**config.mk**
```make
export PLATFORM = sky130hd
export DESIGN_NAME = sequenciador_frota
export DESIGN_NICKNAME = d
export VERILOG_FILES = /design/src/rtl/sequenciador_frota_pkg.sv /design/src/rtl/sequenciador_frota_tipo_lut.sv /design/src/rtl/sequenciador_frota.sv
export SDC_FILE = /design/constraint.sdc
export NUM_CORES = 1
export LEC_CHECK = 0
export BUFFER_PORTS_ARGS = -buffer_cell sky130_fd_sc_hd__buf_2
export CAP_MARGIN = 20
export CORE_UTILIZATION = 46
export DETAILED_ROUTE_END_ITERATION = 7
export GPL_TIMING_DRIVEN = 1
export HOLD_SLACK_MARGIN = 0.12
export PLACE_DENSITY = 0.77
export SLEW_MARGIN = 20
export SYNTH_ARGS = -nofsm -noshare
export SYNTH_HDL_FRONTEND = slang
export SYNTH_SLANG_ARGS = --single-unit
export TNS_END_PERCENT = 5
```
**constraint.sdc**
```tcl
create_clock -name clk -period 1.3 [get_ports clk]
set_input_delay 0.195 -clock clk [delete_from_list [all_inputs] [get_ports clk]]
set_output_delay 0.195 -clock clk [all_outputs]
set_load 0.02 [all_outputs]
```
**src/rtl/sequenciador_frota_pkg.sv**
```systemverilog
// Shared definitions for the fleet-setup sequencer: ship type codes,
// default fleet composition and the sequencer state encoding.
package sequenciador_frota_pkg;

    localparam logic [2:0] TIPO_NENHUM = 3'd0;
    localparam logic [2:0] TIPO_SUB    = 3'd1;
    localparam logic [2:0] TIPO_CRUZ   = 3'd2;
    localparam logic [2:0] TIPO_HIDRO  = 3'd3;
    localparam logic [2:0] TIPO_ENC    = 3'd4;
    localparam logic [2:0] TIPO_PORTA  = 3'd5;

    localparam int N_SUB_DEF   = 5;
    localparam int N_CRUZ_DEF  = 2;
    localparam int N_HIDRO_DEF = 2;
    localparam int N_ENC_DEF   = 1;
    localparam int N_PORTA_DEF = 1;

    typedef enum logic [2:0] {
        OCIOSO    = 3'd0,
        CARREGA   = 3'd1,
        AGUARDA   = 3'd2,
        AVANCA    = 3'd3,
        TROCA_JOG = 3'd4,
        FIM       = 3'd5
    } estado_t;

    function automatic int total_frota(input int a, input int b, input int c,
                                       input int d, input int e);
        return a + b + c + d + e;
    endfunction

endpackage

```
**src/rtl/sequenciador_frota_tipo_lut.sv**
```systemverilog
// Maps a piece index within one fleet to its ship type using cumulative
// thresholds of the per-type counts; indices past the fleet map to none.
module frota_tipo_lut
    import sequenciador_frota_pkg::*;
#(
    parameter int N_SUB   = N_SUB_DEF,
    parameter int N_CRUZ  = N_CRUZ_DEF,
    parameter int N_HIDRO = N_HIDRO_DEF,
    parameter int N_ENC   = N_ENC_DEF,
    parameter int N_PORTA = N_PORTA_DEF
) (
    input  logic [3:0] indice,
    output logic [2:0] tipo
);

    localparam logic [3:0] LIM_SUB   = 4'(N_SUB);
    localparam logic [3:0] LIM_CRUZ  = 4'(N_SUB + N_CRUZ);
    localparam logic [3:0] LIM_HIDRO = 4'(N_SUB + N_CRUZ + N_HIDRO);
    localparam logic [3:0] LIM_ENC   = 4'(N_SUB + N_CRUZ + N_HIDRO + N_ENC);
    localparam logic [3:0] LIM_PORTA = 4'(total_frota(N_SUB, N_CRUZ, N_HIDRO, N_ENC, N_PORTA));

    always_comb begin
        tipo = TIPO_NENHUM;
        if (indice < LIM_SUB)        tipo = TIPO_SUB;
        else if (indice < LIM_CRUZ)  tipo = TIPO_CRUZ;
        else if (indice < LIM_HIDRO) tipo = TIPO_HIDRO;
        else if (indice < LIM_ENC)   tipo = TIPO_ENC;
        else if (indice < LIM_PORTA) tipo = TIPO_PORTA;
    end

endmodule

```
**src/rtl/sequenciador_frota.sv**
```systemverilog
// Walks the piece placer through both players' fleets in fixed type order,
// retrying rejected pieces and flagging completion of the whole setup.
module sequenciador_frota
    import sequenciador_frota_pkg::*;
#(
    parameter int N_SUB   = N_SUB_DEF,
    parameter int N_CRUZ  = N_CRUZ_DEF,
    parameter int N_HIDRO = N_HIDRO_DEF,
    parameter int N_ENC   = N_ENC_DEF,
    parameter int N_PORTA = N_PORTA_DEF
) (
    input  logic       clk,
    input  logic       reset,
    input  logic       iniciar,
    input  logic       modo,
    input  logic       peca_pronta,
    input  logic       peca_valida,
    output logic       habilita_pos,
    output logic [2:0] tipo,
    output logic       jogador,
    output logic       fonte_cpu,
    output logic [3:0] indice_peca,
    output logic       erro_conflito,
    output logic       fim_posicionamento
);

    localparam int         TOTAL  = total_frota(N_SUB, N_CRUZ, N_HIDRO, N_ENC, N_PORTA);
    localparam logic [3:0] ULTIMO = 4'(TOTAL - 1);

    estado_t    estado, estado_n;
    logic [3:0] indice_n;
    logic [2:0] tipo_n, tipo_lut;
    logic       jogador_n, modo_lat, modo_lat_n, erro_n;

    frota_tipo_lut #(
        .N_SUB  (N_SUB),
        .N_CRUZ (N_CRUZ),
        .N_HIDRO(N_HIDRO),
        .N_ENC  (N_ENC),
        .N_PORTA(N_PORTA)
    ) u_lut (
        .indice(indice_peca),
        .tipo  (tipo_lut)
    );

    always_comb begin
        estado_n   = estado;
        indice_n   = indice_peca;
        jogador_n  = jogador;
        modo_lat_n = modo_lat;
        tipo_n     = tipo;
        erro_n     = 1'b0;
        case (estado)
            OCIOSO, FIM: begin
                if (iniciar) begin
                    estado_n   = CARREGA;
                    jogador_n  = 1'b0;
                    indice_n   = '0;
                    modo_lat_n = modo;
                end
            end
            CARREGA: begin
                tipo_n   = tipo_lut;
                estado_n = AGUARDA;
            end
            AGUARDA: begin
                if (peca_pronta) begin
                    if (peca_valida) estado_n = AVANCA;
                    else             erro_n   = 1'b1;
                end
            end
            AVANCA: begin
                if (indice_peca == ULTIMO) begin
                    estado_n = jogador ? FIM : TROCA_JOG;
                end else begin
                    indice_n = indice_peca + 4'd1;
                    estado_n = CARREGA;
                end
            end
            TROCA_JOG: begin
                jogador_n = 1'b1;
                indice_n  = '0;
                estado_n  = CARREGA;
            end
            default: estado_n = OCIOSO;
        endcase
        if (estado_n == FIM) tipo_n = TIPO_NENHUM;
    end

    // Outputs are registered from the next state so they line up with it.
    always_ff @(posedge clk or negedge reset) begin
        if (!reset) begin
            estado             <= OCIOSO;
            indice_peca        <= '0;
            jogador            <= 1'b0;
            modo_lat           <= 1'b0;
            tipo               <= TIPO_NENHUM;
            erro_conflito      <= 1'b0;
            habilita_pos       <= 1'b0;
            fim_posicionamento <= 1'b0;
        end else begin
            estado             <= estado_n;
            indice_peca        <= indice_n;
            jogador            <= jogador_n;
            modo_lat           <= modo_lat_n;
            tipo               <= tipo_n;
            erro_conflito      <= erro_n;
            habilita_pos       <= (estado_n == AGUARDA);
            fim_posicionamento <= (estado_n == FIM);
        end
    end

    assign fonte_cpu = modo_lat & jogador;

endmodule

```
-- Word-level counts from Yosys, hierarchy flattened
Index checks and enable logic that the tools add are counted.
- add/subtract/negate cells: 1
- $lt $le $gt $ge: 5
- eq/ne operators: 10
- multiplexer cells: 21
- bitwise logic cells: 1
- reductions and logical operators: 8
- operators with widths (cell ; count):
    $mux W3 ; 11
    $pmux W3 S5 ; 1
    $lt A4 B4 Y1 const B ; 3
    $pmux W4 S3 ; 1
    $eq A3 B2 Y1 const B ; 3
    $eq A3 B3 Y1 const B ; 3
    $lt A4 B3 Y1 const B ; 2
    $mux W4 ; 2
    $mux W1 ; 5
    $add A4 B1 Y4 const B ; 1
    $eq A4 B4 Y1 const B ; 1
    $ne A2 B2 Y1 const B ; 2
    $reduce_and A2 Y1 ; 2
    $reduce_bool A2 Y1 ; 2
    $eq A3 B1 Y1 const B ; 1
    $logic_not A3 Y1 ; 1
    $reduce_and A3 Y1 ; 1
    $reduce_bool A3 Y1 ; 1
    $pmux W1 S2 ; 1
    $reduce_or A2 Y1 ; 1
    $and A1 B1 Y1 ; 1
- register bits: 15
- input bits: 6
- word-level logic and storage cells: 54

-- Logic depth before layout (Yosys ltp)
- depth after elaboration: 8
- gate-level depth with buffers: 6
- depth with buffers taken out: 6

-- Hierarchy
A second synthesis with hierarchy kept.
- cells, all modules: 76
- area total of the unflattened synthesis: 780.7 sq um
- by module, submodules not included (module ; times used ; cells each ; area an instance (sq um) ; seq. area each (sq um)):
    sequenciador_frota ; 1 ; 69 ; 730.7 ; 375.4
    frota_tipo_lut ; 1 ; 7 ; 50.0 ; 0.0

-- Worst setup path after synthesis
Ideal clock, no wire load.
- path type: reg2reg
- from: register indice_peca[0]
- to: register indice_peca[0]
- library setup time: 125 ps
- arrival: 1361 ps
- data required time: 1175 ps
- setup slack: -186 ps
- stages on the path, launching flop included: 7
- path buffers: 0
- clock period less this slack: 1486 ps
- path through: dfrtp_1 inv_1 ha_1 nand3b_1 and2_4 nor2_1 mux2_2
- longest elaborated chain between the ends: 3
- ends and longest elaborated chain (what ; line ; text):
    start: declaration ; sequenciador_frota.sv:22 ; output logic [3:0] indice_peca,
    start signal: assignment ; sequenciador_frota.sv:103 ; indice_peca <= indice_n;
    $add A4 B1 Y4 / $eq A4 B4 Y1 (equally long branches) ; sequenciador_frota.sv:76, sequenciador_frota.sv:73 ;
    $mux W4 / $ne A2 B2 Y1 (equally long branches) ; n/a ;
    $pmux W4 S3 / $reduce_and A3 Y1 (equally long branches) ; n/a ;
Parallel ways exist; a longest one is shown, timed or not. The select of a mux whose other input is x is not followed.
A chain may end at the register's enable or synchronous reset.

-- Final worst setup path
- from: register indice_peca[1]
- to: register indice_peca[0]
- longest elaborated chain between the ends: 3
- ends and longest elaborated chain (what ; line ; text):
    $eq A4 B4 Y1 ; sequenciador_frota.sv:73 ; if (indice_peca == ULTIMO) begin
    $ne A2 B2 Y1 (no source line) ; n/a ;
    $reduce_and A3 Y1 (no source line) ; n/a ;
Every way passes these cells.

==> flow_summary.ini <==
[status]
outcome = finished, violations left
violations = setup timing

[clock_tree]
cts_buffer_depth = 2
clk_latency_ns = 0.29
cts_root_buf = clkbuf_4
cts_tree = yes
clk_pin_slew_ns = 0.09
cts_max_level = 1
cts_buffers = 3
cts_sinks = 15

[route]
num_vias = 706
drc = 0
avgRoutedWirePerCell_um = 13.1
drtAntennaViolNets = 0
drt_iter0_markers = 14
drt_wl_total_um = 1830
vias_per_cell = 5.08
firstDrtPassIters = 4

[synth]
yosys-top-cells-count = dfrtp_1 (15), nor2_1 (7), nand2_1 (6), nand2b_1 (5), inv_1 (4)
synth_seq_cells = 15
yosys-top-cells-area = dfrtp_1 (45%), ha_1 (4.5%), buf_6 (4.1%), nand2b_1 (3.8%), nor2_1 (3.2%)
synth_area_um2 = 827
synth_area_leader_cell = dfrtp_1
yosysWarnings = 0
avgSynthCellArea_um2 = 10.7
synthCells = 77
yosys.area.top_type_share_pct = 45.4
synth_enable_flop_cells = 0
synth_ff_type = dfrtp_1
syn-num-nets = 86
synth.most_common_cell = dfrtp_1
ys_seq_area_share_pct = 45.4
synth.distinct_cells = 36
synthArstFlopShare_pct = 100

[power_and_ir_drop]
p_per_area_nw_per_um2 = 2030
ir_worst_vdd_mv = 1.23
leakage_uw = 0.000573
power_uw = 2350

[grt]
antenna_found_initial = 0
track_usage_pct = 20.8
gr-total-overflow = 0
grt_max_degree = 16
grt_pass1_wl_um = 2850
grt_pass1_vias = 648

[die]
core_area_um2 = 1590
ios = 18
die_h_um = 44.4
start_util_pct = 51.9
dieArea_um2 = 1970
die_x_um = 44.4
num_rows = 14

[timing]
slew_headroom_pct = 77.6
hold_viol = 0
fin_ws_ns = -0.102
setup_viol = 10
fin_setup_tns_ns = -0.530
fin_crit_sh_pct = 108
finClkSkew_ns = 0.00212
max_freq_mhz = 713
layout_min_cycle_time_ns = 1.40
finalMaxSlewViolations = 0
rsz0062_at_grt = true
worst_slew_pin_slew_ns = 0.336

[worst_setup_path]
criticalPathCategory = register to register
worstSetupEndpointType = register
crit_arrival_ns = 1.59
path_max_fanout = 5
ff2ff_path_depth = 5
worst_ep_required_time_ns = 1.48
cp-start-kind = register

[finish]
multiInputGateArea_um2 = 464
area_growth_pct = 40.5
drive_gt1_share_pct = 48.7
seq_area_um2 = 379
num_antenna_cells = 0
fill_cells = 109
instances_no_fill = 139
finalInstanceArea_um2 = 1160
nets = 125

[min_path]
min_path_cells = 3
holdCritPathClass = input port to register

[placement]
dp_hpwl_um = 1300
dp.cells = 131
dpl_cell_area_um2 = 1030
dp_slack_ns = -0.110
globalplace.congestion = 0.814
port_buffers = 17

[run]
cap_violations = 0
## logic make-up after synthesis
logic type	share of synthesized area, %
buf+inv	5.90
xor+xnor	2.12
mux	5.14
simple gates	26.5
fa+ha+maj	4.54
compound gates	10.4
flops	45.4
## through the flow
step	utilization, %	hold WS (ns)
5_1_grt	72.9	0.140
2_1_floorplan	-	-0.101
3_5_place_dp	64.8	0.114
6_report	72.9	0.144
3_3_place_gp	64.8	0.110
4_1_cts	69.2	0.145
## final cells by class
| type | instances | share of cell area, % |
|---|---|---|
| clock buffer | 3 | 1.94 |
| multi-input combinational | 55 | 39.9 |
| timing repair buffer | 37 | 21.2 |
| tap | 24 | 2.58 |
| sequential | 15 | 32.6 |
| inverter | 4 | 1.29 |
| clock inverter | 1 | 0.431 |
## critical path: stages, from the launching register on
cell and delay (ns):
dfrtp_2 0.46, ha_4 0.17, nand3b_1 0.15, and2_4 0.22
nor2_4 0.04, mux2_4 0.26
## metal layers
metal  track usage, %  share of wire (%)  up-vias
met2             32.9                 49       17
met3             6.12                4.4        2
met1             26.0                 45      341
met5                0                  0        -
li1                 -                  -      346
met4             9.70               0.77        0
## path summary, 6_finish.rpt
path	slack (ns)	to	startpoint
min in group asynchronous	0.33	fim_posicionamento	reset
max	-0.10	indice_peca[0]	indice_peca[1]
max reg2reg	-0.10	indice_peca[0]	indice_peca[1]
max in group asynchronous	0.70	indice_peca[1]	reset
min	0.14	erro_conflito	peca_pronta
min reg2reg	0.50	modo_lat	modo_lat
## registers in the layout (all words and copies together), names as in the netlist
register            cells
estado                  3
modo_lat                1
habilita_pos            1
tipo                    3
indice_peca             4
fim_posicionamento      1
erro_conflito           1
jogador                 1
## where the power goes
part | switching, uW | internal [uW] | leakage (uW)
Clock | 164 | 115 | 0.0000177
Combinational | 670 | 680 | 0.000368
Sequential | 107 | 619 | 0.000187
Total | 942 | 1410 | 0.000573
## placed cells by master (no fill, tap or decap), types with 2 or more instances in the layout
cell type      Yosys  layout
clkbuf_4           0       3
nor4_1             2       2
dfrtp_2            0       3
nor2_1             7       6
nor3b_2            2       2
nand2_1            6       6
mux2i_1            2       2
nand2b_4           0       2
nand2b_1           5       3
nor2b_1            2       2
inv_1              4       3
ha_4               0       2
dfrtp_1           15      12
dlygate4sd3_1      0       3
buf_4              0      16
buf_2              0      17
## repair_timing
item / CTS / global route
pin swaps: 7 / 5
gates resized for setup: 4 / 10
endpoints found under the hold margin: 17 / 0
hold buffers: 3 / 0
buffers inserted: 0 / 1
setup endpoints to repair: 9 / 11
Power figures use the tool's default switching activity.
